### config.mk
export PLATFORM = sky130hd
export DESIGN_NAME = fpu_issue_scheduler
export DESIGN_NICKNAME = d
export VERILOG_FILES = /design/src/rtl/fpu_pkg.sv /design/src/rtl/wb_reservation_table.sv /design/src/rtl/fpu_issue_scheduler.sv
export SDC_FILE = /design/constraint.sdc
export NUM_CORES = 1
export LEC_CHECK = 0
export CORE_AREA = 2 2 133 135
export CTS_BUF_LIST = sky130_fd_sc_hd__clkbuf_2 sky130_fd_sc_hd__clkbuf_4 sky130_fd_sc_hd__clkbuf_8
export CTS_CLUSTER_DIAMETER = 60
export DETAILED_ROUTE_END_ITERATION = 6
export DIE_AREA = 0 0 135 137
export PLACE_DENSITY_LB_ADDON = 0.12
export SLEW_MARGIN = 0
export SYNTH_ARGS = -nofsm -noshare
export SYNTH_HDL_FRONTEND = slang
export SYNTH_HIERARCHICAL = 1
export SYNTH_SLANG_ARGS = --single-unit
### constraint.sdc
create_clock -name clk -period 4.3 [get_ports clk]
set_clock_uncertainty 0.1 [all_clocks]
set_input_delay 0.645 -clock clk [delete_from_list [all_inputs] [get_ports clk]]
set_output_delay 0.645 -clock clk [all_outputs]
set_load 0.01 [all_outputs]
### src/rtl/fpu_pkg.sv
// fpu_pkg: shared opcode, latency and writeback-slot definitions for the FPU issue path.
package fpu_pkg;
    localparam int MAX_LAT = 16;
    localparam int MAX_TAG_W = 16;
    typedef logic [1:0] fpu_op_t;
    localparam fpu_op_t OP_ADD = 2'd0;
    localparam fpu_op_t OP_SUB = 2'd1;
    localparam fpu_op_t OP_MUL = 2'd2;
    localparam fpu_op_t OP_DIV = 2'd3;
    typedef struct packed {
        logic                 valid;
        fpu_op_t              op;
        logic [MAX_TAG_W-1:0] tag;
    } wb_slot_t;
endpackage

### src/rtl/wb_reservation_table.sv
// wb_reservation_table: writeback slots indexed by (cycles-until-writeback - 1), shifting one step per cycle.
module wb_reservation_table
    import fpu_pkg::*;
#(
    parameter int TAG_W = 4
) (
    input  logic             clk,
    input  logic             rst,
    input  logic             wr_en,
    input  logic [3:0]       wr_idx,
    input  fpu_op_t          wr_op,
    input  logic [TAG_W-1:0] wr_tag,
    input  logic [3:0]       rd_idx,
    output logic             rd_free,
    output logic             wb_valid,
    output fpu_op_t          wb_op,
    output logic [TAG_W-1:0] wb_tag
);
    wb_slot_t         slot_q [MAX_LAT];
    wb_slot_t         slot_d [MAX_LAT];
    wb_slot_t         nxt [MAX_LAT];
    wb_slot_t         wr_slot;
    logic             wb_valid_q, wb_valid_d;
    fpu_op_t          wb_op_q, wb_op_d;
    logic [TAG_W-1:0] wb_tag_q, wb_tag_d;
    always_comb begin
        wr_slot = '{valid: 1'b1, op: wr_op, tag: MAX_TAG_W'(wr_tag)};
        for (int i = 0; i < MAX_LAT; i++)
            nxt[i] = (wr_en && wr_idx == 4'(i)) ? wr_slot : slot_q[i];
        for (int i = 0; i < MAX_LAT - 1; i++)
            slot_d[i] = nxt[i + 1];
        slot_d[MAX_LAT-1] = '0;
        // The entry at distance 1 (including a same-cycle write) becomes the registered writeback.
        wb_valid_d = nxt[0].valid;
        wb_op_d    = nxt[0].op;
        wb_tag_d   = nxt[0].tag[TAG_W-1:0];
    end
    always_ff @(posedge clk) begin
        if (rst) begin
            for (int i = 0; i < MAX_LAT; i++)
                slot_q[i] <= '0;
            wb_valid_q <= 1'b0;
            wb_op_q    <= '0;
            wb_tag_q   <= '0;
        end else begin
            for (int i = 0; i < MAX_LAT; i++)
                slot_q[i] <= slot_d[i];
            wb_valid_q <= wb_valid_d;
            wb_op_q    <= wb_op_d;
            wb_tag_q   <= wb_tag_d;
        end
    end
    assign rd_free  = !slot_q[rd_idx].valid;
    assign wb_valid = wb_valid_q;
    assign wb_op    = wb_op_q;
    assign wb_tag   = wb_tag_q;
endmodule

### src/rtl/fpu_issue_scheduler.sv
// fpu_issue_scheduler: in-order FPU issue with writeback-slot reservation and divider occupancy tracking.
module fpu_issue_scheduler
    import fpu_pkg::*;
#(
    parameter int ADD_LAT = 2,
    parameter int MUL_LAT = 3,
    parameter int DIV_LAT = 6,
    parameter int TAG_W   = 4
) (
    input  logic             clk,
    input  logic             rst,
    input  logic             in_valid,
    output logic             in_ready,
    input  logic [1:0]       in_op,
    input  logic [TAG_W-1:0] in_tag,
    output logic [3:0]       issue_flags,
    output logic [TAG_W-1:0] issue_tag,
    output logic             wb_valid,
    output logic [1:0]       wb_op,
    output logic [TAG_W-1:0] wb_tag,
    output logic             div_busy,
    output logic [4:0]       in_flight,
    output logic             idle
);
    if (ADD_LAT < 1 || ADD_LAT > MAX_LAT || MUL_LAT < 1 || MUL_LAT > MAX_LAT ||
        DIV_LAT < 1 || DIV_LAT > MAX_LAT || TAG_W < 1 || TAG_W > MAX_TAG_W) begin : g_bad_param
        $error("fpu_issue_scheduler: latency must be 1..16 and TAG_W 1..16");
    end
    localparam logic [3:0] ADD_IDX = 4'(ADD_LAT - 1);
    localparam logic [3:0] MUL_IDX = 4'(MUL_LAT - 1);
    localparam logic [3:0] DIV_IDX = 4'(DIV_LAT - 1);
    logic [3:0] lat_idx;
    logic       slot_free;
    logic       hs;
    logic [3:0] div_cnt_q, div_cnt_d;
    logic [4:0] in_flight_q, in_flight_d;
    always_comb begin
        lat_idx     = (in_op == OP_ADD || in_op == OP_SUB) ? ADD_IDX : (in_op == OP_MUL ? MUL_IDX : DIV_IDX);
        in_ready    = !rst && slot_free && !(in_op == OP_DIV && div_busy);
        hs          = in_valid && in_ready;
        issue_flags = hs ? 4'b0001 << in_op : 4'b0000;
        issue_tag   = hs ? in_tag : '0;
        // Busy for DIV_LAT-1 cycles after the handshake so a new DIV can start on the writeback cycle.
        div_cnt_d   = (hs && in_op == OP_DIV) ? DIV_IDX : (div_cnt_q != 4'd0 ? div_cnt_q - 4'd1 : 4'd0);
        in_flight_d = in_flight_q + 5'(hs) - 5'(wb_valid);
    end
    always_ff @(posedge clk) begin
        if (rst) begin
            div_cnt_q   <= '0;
            in_flight_q <= '0;
        end else begin
            div_cnt_q   <= div_cnt_d;
            in_flight_q <= in_flight_d;
        end
    end
    wb_reservation_table #(.TAG_W(TAG_W)) u_table (
        .clk      (clk),
        .rst      (rst),
        .wr_en    (hs),
        .wr_idx   (lat_idx),
        .wr_op    (in_op),
        .wr_tag   (in_tag),
        .rd_idx   (lat_idx),
        .rd_free  (slot_free),
        .wb_valid (wb_valid),
        .wb_op    (wb_op),
        .wb_tag   (wb_tag)
    );
    assign div_busy  = div_cnt_q != 4'd0;
    assign in_flight = in_flight_q;
    assign idle      = in_flight_q == 5'd0 && !div_busy;
endmodule

==> results of run 1 <==
-- cell families after synthesis --
kind of cell,after synthesis
XOR/XNOR,2
multiplexers,7
adder cells (fa/ha/maj),9
AND/OR/NAND/NOR,166
other,1
buffers and inverters,85
AO/OA/AOI/OAI,208
flip-flops,121
-- cells in the mapped netlist (all sizes together), types with 3 or more instances --
cell type  number  share of area (%)
nand2b          4               0.50
dfxtp         121                 48
ha              8                2.0
mux2i           4               0.80
o21ai          93                9.3
nor2b           6               0.75
buf            22                2.3
inv            15                1.1
clkbuf         48                3.6
nand3b          4               0.60
nor2           24                1.9
a21oi         108                 11
and2           10                1.3
nor3            4               0.50
nand2           3               0.23
nand3          92                9.2
-- metal layers --
layer	vias to the layer above	wire, um	global-route usage (%)
met5	-	0	0
met4	0	269	6.13
li1	2113	-	-
met1	2148	7010	22.4
met3	20	772	3.78
met2	130	6880	27.2
-- path summary, 6_finish.rpt --
kind | start | to | slack (ns) | depth (start not counted)
worst max-delay path | in_op[0] | issue_flags[3] | 0.21 | 10
worst min-delay path | u_table/slot_q[14][17] | u_table/slot_q[13][17] | 0.35 | 2
worst max register to register | u_table/slot_q[6][18] | in_flight[4] | 0.90 | 15
worst min register to register | u_table/slot_q[14][17] | u_table/slot_q[13][17] | 0.35 | 2
-- area by class of cell --
type / instances / area (um2)
sequential: 121 / 2420
fill: 1787 / 11000
clock inverter: 11 / 170
tap: 225 / 282
multi-input combinational: 401 / 2260
timing repair buffer: 59 / 553
clock buffer: 21 / 277
inverter: 15 / 56.3
-- sequential cells by signal, summed over array words and instances (netlist names) --
signal	flops
u_table/wb_op	2
u_table/slot_q	105
u_table/wb_tag	4
in_flight	5
u_table/wb_valid	1
div_cnt_q	4
-- report_power, final --
| group | internal [W] | total [W] | switching [W] |
|---|---|---|---|
| registers | 0.00116 | 0.00118 | 0.0000258 |
| clock network | 0.000675 | 0.00115 | 0.000476 |
| logic | 0.000181 | 0.000422 | 0.000241 |
| total | 0.00201 | 0.00276 | 0.000744 |
-- metrics by stage --
stage / hold slack [ns] / power (W) / util [%] / TNS, ns
4_1_cts: 0.354 / 0.00277 / 35.0 / 0
2_1_floorplan: 0.331 / 0.00148 / - / 0
3_5_place_dp: 0.348 / 0.00162 / 32.3 / -0.143
3_3_place_gp: 0.341 / 0.00161 / 32.3 / 0
6_report: 0.355 / 0.00276 / 35.3 / 0
5_1_grt: 0.374 / 0.00288 / 35.3 / 0
-- critical path: stages --
cell	delay [ns]
clkdlybuf4s50_1	0.48
nand2_1	0.08
inv_1	0.11
mux4_2	0.50
mux2_2	0.28
a22oi_2	0.14
nand3b_1	0.14
or3_4	0.40
inv_1	0.06
clkdlybuf4s50_1	0.52
-- timing repair --
| action | 4_1_cts | 5_1_grt |
|---|---|---|
| pin swaps | 0 | 1 |
| resized for setup | 1 | 6 |
| hold endpoints to repair | 0 | 0 |
| hold buffers | 0 | 0 |
| cloned | 0 | 1 |
| buffers inserted | 0 | 2 |
| setup endpoints to repair | 4 | 7 |
==> results, run 1 <==
- The run finished, with violations left.
- The final reports fail on max-slew violations.
- The type of origin of the critical path is an input port.
- The number of buffers inserted during clock tree synthesis is 17.
- The wire length per cell is 17.5 um.
- The length of the first detailed-routing pass in iterations is 5.
- The global placement routability congestion is 0.751.
- The final hold violation count is 0.
- At the end of the flow, the number of nets in the layout was 633.
- The routed via count is 4411.
- The die area is 18500 um2.
- The mux share of post-synthesis cell area is 1.93%.
- The first global-routing pass estimated between 20000 and 25000 um of wire.
- The areal power density over the cells is 458 nW/um2.
- The static leakage is 2.11 nW.
- The root buffer selected by CTS is clkbuf_8.
- The count of mapped cells out of synthesis is 599.
- The data arrival time of the critical path is 3.35 ns.
- The clock latency on the worst-skew pair is 0.45 ns.
- The post-placement cell area is 5510 um2.
- TritonCTS built the clock tree.
- The number of global-route vias before repair is 4274.
- No sink is reached through more buffers than the 2 on the longest clock path.
- Dividing the detail-routed via count by the number of cells gives 5.17.
- The number of distinct standard cells referenced by the synthesized netlist is 49.
- The die span in y is 137 um.
- The clock net sink count is 121.
- The cell area that synthesis handed to floorplanning was 5000 um2.
- The routed design has 14900 um of wire.
- In this run the horizontal extent of the chip is 135 um.
- The share of the synthesized netlist area taken by xor and xnor gates is 0.350%.
- Across the VDD grid, the largest voltage drop is 0.184 mV.
- The repair_antennas step left the layout with diodes totalling 0.
- For this design the top-level I/O count stands at 32.
- Based on the critical path, the design can be clocked at up to approximately 0.24 GHz.
- The share of synthesized area occupied by flip-flops and latches is 48.4%.
- At the pin with the least slew margin, the transition time is 2.36 ns.
- The count of final max-slew check failures is 29.
- For this run, the total global-route usage over all layers was measured as approximately 17%.
- The largest fanout of any net on the critical path is 3.
- The DRC violation total after the first TritonRoute iteration is 387.
- The compound-cell area share of the yosys netlist is a little over a fifth.
- The flop and latch count out of synthesis is 121.
- In the post-route analysis, the smallest setup slack over all paths is 0.206 ns.
- Counting tap cells, the placed design contains a total of about 820 instances.
- The main combinational cell family by area after synthesis is compound AO/OA/AOI/OAI gates.
- Setup repair after global routing left no endpoint under its margin.
- The cell area after layout is 6020 um2.
- The worst path needs 4.09 ns of the cycle, external delays included.
- The non-filler instance count after layout is about 850.
- The number of remaining DRC errors is 0.
- The fraction of final layout cells with drive strength greater than 1 is 11.9%.
- The warning count from the yosys run is 6.
- The largest net degree at the start of global routing is 114.
- The final setup violation count is 0.
- The max capacitance violation total is 0.
- The required time reported for the critical path endpoint is 3.56 ns.
- The library cell used most frequently in the layout, excluding fill and tap cells, is dfxtp_1.
- Of the total synthesized cell area, the portion taken by AND, OR, NAND and NOR gates is a little under a fifth.
- The standard cell core area is 17100 um2.
- Prior to clock tree synthesis, the placed netlist has a worst setup slack of -0.0676 ns.
- In the layout the commonest cells are dfxtp_1 (121), a21oi_1 (108), nand3_1 (92), o21ai_0 (80), buf_4 (27).
- For this run, the leading register cell type out of synthesis is dfxtp_1.
- In this run the number of H-tree levels came out at 4.
- The period utilization is 95.2%.
- In this run the remaining antenna-violating nets after routing total 0.
- The average instance area after synthesis is 8.35 um2.
- The number of antenna violations at the first check in global routing is 0.
- The relative area change from synthesis to final layout is 20.4%.
- The post-DP HPWL is 8710 um.
- The endpoint type of the worst setup path is a primary output.
- After clock tree synthesis, the clock-pin slew on the worst setup and hold paths is ~0.07 ns.
- For this run, asynchronously set or reset flops after synthesis account for 0%.
- In this run, synthesis inferred 0 flip-flops with an integrated enable.
- The critical path is of the input port to primary output type.
- The row count is 48.
- Headroom to the max-slew limit came out at -57.8%.
- The class of the most critical hold timing path is register to register.
- Once the floorplan was initialized, standard cells occupied between 20% and 30% of the core.
- The aggregate global routing overflow is 0.
- The number of port buffers is 31.
- The adder and majority cell fraction of the synthesized area is around 2.4%.
Power figures use the tool's default switching activity.
==> run 2, diff against run 1 <==
--- a/config.mk
+++ b/config.mk
@@ -5,6 +5,7 @@
 export SDC_FILE = /design/constraint.sdc
 export NUM_CORES = 1
 export LEC_CHECK = 0
+export CAP_MARGIN = 20
 export CORE_AREA = 2 2 133 135
 export CTS_BUF_LIST = sky130_fd_sc_hd__clkbuf_2 sky130_fd_sc_hd__clkbuf_4 sky130_fd_sc_hd__clkbuf_8
 export CTS_CLUSTER_DIAMETER = 60
==> run 2 against run 1 <==
  * The flow still finishes with violations (max-slew violations)
  * Core utilization is 0.16 points higher
  * Power rose by 0.13%
  * Sequential power is essentially flat
  * Clock power about the same
  * Count of clock-buffer cells in the layout did not move
  * Sequential share of layout area decreased by 0.18 points
  * Largest power group unchanged
  * Final cell count rose by 0.12%
  * Non-clock buffer count rose by 1
==> results, run 2 (synthesized netlist as in run 1, its figures left out) <==
- The flow ran to the end, but the final reports show violations.
- The final reports fail on max-slew violations.
- The max capacitance violation total is 0.
- The layout has 1785 filler cells.
- The count of hold-fix buffers inserted at cts is 0.
- Summing all placed instances gives a cell area of 5510 um2.
- STA classifies the critical path startpoint as an input port.
- The layer flagged by global routing as most heavily used is met2.
- For this run the aggregate overflow at the end of global routing stands at 0.
- Leaving out fill and tap cells, the most frequent cells in the layout are dfxtp_1 (121), a21oi_1 (108), nand3_1 (92), o21ai_0 (80), buf_4 (27).
- The number of port buffers is 31.
- The row count is 48.
- The register with the most flip-flops in the final layout is u_table/slot_q.
- The final setup violation count is 0.
- Setup repair after global routing left no endpoint under its margin.
- For this block, the routed nets add up to 15000 um of wire.
- For this run, the post-layout net count is roughly 630.
- The worst path needs 4.10 ns of the cycle, external delays included.
- The wire length per cell is around 18 um.
- TritonCTS built the clock tree.
- The tree built by TritonCTS fans out to around 120 sinks.
- The count of final max-slew check failures is 29.
- Global routing used ~22% of the available met1 tracks.
- The fraction of final layout cells with drive strength greater than 1 is between 10% and 20%.
- The required time reported for the critical path endpoint is 3.56 ns.
- Once layout is done, the placed cells without fillers occupy 6050 um2.
- The type of the worst setup path is input port to primary output.
- The min-delay analysis places its worst path in the category register to register.
- The global placement routability congestion is 0.751.
- The static leakage is around 2.1 nW.
- The worst setup path is captured at a primary output.
- The maximum buffer depth of the clock tree is 2.
- The die area is 18500 um2.
- The origin of the worst setup path is in_op[0].
- The DRC violation total after the first TritonRoute iteration is 380.
- The routed via count is ~4400.
- The launch instance of the worst min-delay path is u_table/slot_q[14][17].
- In the finished design, the share of the clock period the worst path needs comes to 95.4%.
- VDD sags by at most 0.182 mV.
- The global-route met2 utilization is a little over a quarter.
- The total global-route track usage is 16.9%.
- The origin of the critical flop-to-flop path is u_table/slot_q[6][18].
- Clock latency on the worst-skew pair, taken at its later pin, is 0.45 ns.
- Based on the critical path, the design can be clocked at up to 0.244 GHz.
- Along the worst path, the maximum fanout reaches 3.
- The deepest level of the CTS H-tree is 4.
- During I/O placement, the number of pins put on the boundary was 32.
- On the final layout, the worst hold slack is 0.355 ns.
- The post-detailed-route via-to-cell ratio is 5.19.
- Across the whole layout, storage elements account for around 2400 um2.
- Measured on the finished design, the core utilization comes to between 30% and 40%.
- The first-pass GRT wire length is between 20000 and 25000 um.
- The worst slew slack as a fraction of its limit is -59.0%.
- In this run the power density over the cells is approximately 460 nW/um2.
- The length of the first detailed-routing pass in iterations is 5.
- The number of antenna diodes in the final layout is 0.
- The relative area change from synthesis to final layout is 21.0%.
- The root buffer selected by CTS is clkbuf_8.
- Entering global routing, the biggest net connects around 110 pins.
- In this run the standard cell core region covers about 17000 um2.
- For met3 alone, demand over resource in global routing was under 10%.
- The register with the most flip-flops in the layout has approximately 110 of them.
- The data arrival time of the critical path is 3.36 ns.
- The final hold violation count is 0.
- The floorplan step set the die height to 137 um.
- The number of remaining DRC errors is 0.
- The most common cell after layout, fill and taps aside is dfxtp_1.
- The remaining number of nets flagged by the antenna check after routing is 0.
- The number of antenna violations at the first check in global routing is 0.
- The clock transition at the register clock pins on the worst setup and hold paths after CTS is 0.07 ns.
- The post-DP HPWL is 8710 um.
- The floorplan step set the die width to roughly 140 um.
- The transition at the pin with the smallest max-transition slack is between 2 and 2.5 ns.
- The number of global-route vias before repair is around 4300.
- The multi-input logic area is roughly 2300 um2.
- Clock tree synthesis inserted a total of 17 buffers.
- The initial utilization of the core area, before any placement, comes to 29.3%.
==> run 2: repair_timing <==
item	CTS	global route
pin swaps	0	1
endpoints found under the setup margin	4	7
gates cloned	0	1
resized for setup	1	6
buffers inserted	0	2
==> run 2: cell type report <==
type | count | area share (%)
repair buffers | 60 | 9.59
multi-input cells | 401 | 37.4
inverters | 15 | 0.931
well taps | 225 | 4.65
flip-flops and latches | 121 | 40.0
clock buffers | 21 | 4.57
clock inverters | 11 | 2.81
==> run 2: final timing paths <==
path,slack [ns],cells past startpoint,end
max,0.20,10,issue_flags[3]
min reg2reg,0.35,2,u_table/slot_q[13][17]
min,0.35,2,u_table/slot_q[13][17]
max reg2reg,0.89,15,in_flight[4]
==> run 2: power by group <==
group	switching, W	total (W)	internal [W]
sequential	0.0000257	0.00118	0.00116
clock	0.000476	0.00115	0.000675
combinational	0.000243	0.000426	0.000183
total	0.000745	0.00276	0.00202
==> run 2: worst max-delay path: stages <==
cell and delay [ns]:
clkdlybuf4s50_1 0.48, nand2_1 0.08, inv_1 0.11, mux4_2 0.50, mux2_2 0.28, a22oi_2 0.13
nand3b_1 0.14, or3_4 0.40, inv_1 0.06, clkdlybuf4s50_1 0.52
==> run 2: per-layer routing <==
layer | part of all wire (%) | vias up | routed length (um)
met5 | 0 | - | 0
met1 | 47 | 2193 | 7130
met2 | 47 | 112 | 7080
met4 | 1.4 | 0 | 210
met3 | 4.0 | 15 | 603
li1 | - | 2113 | -
==> run 2: through the flow <==
stage                     setup slack (ns)  setup TNS [ns]  std cells  power, W
after floorplan                      0.301               0        607   0.00148
after global placement              0.0465               0        818   0.00161
after detailed placement           -0.0676          -0.143        818   0.00162
after CTS                          0.00803               0        850   0.00277
after global routing                0.0275               0        854   0.00289
final                                0.200               0        854   0.00276
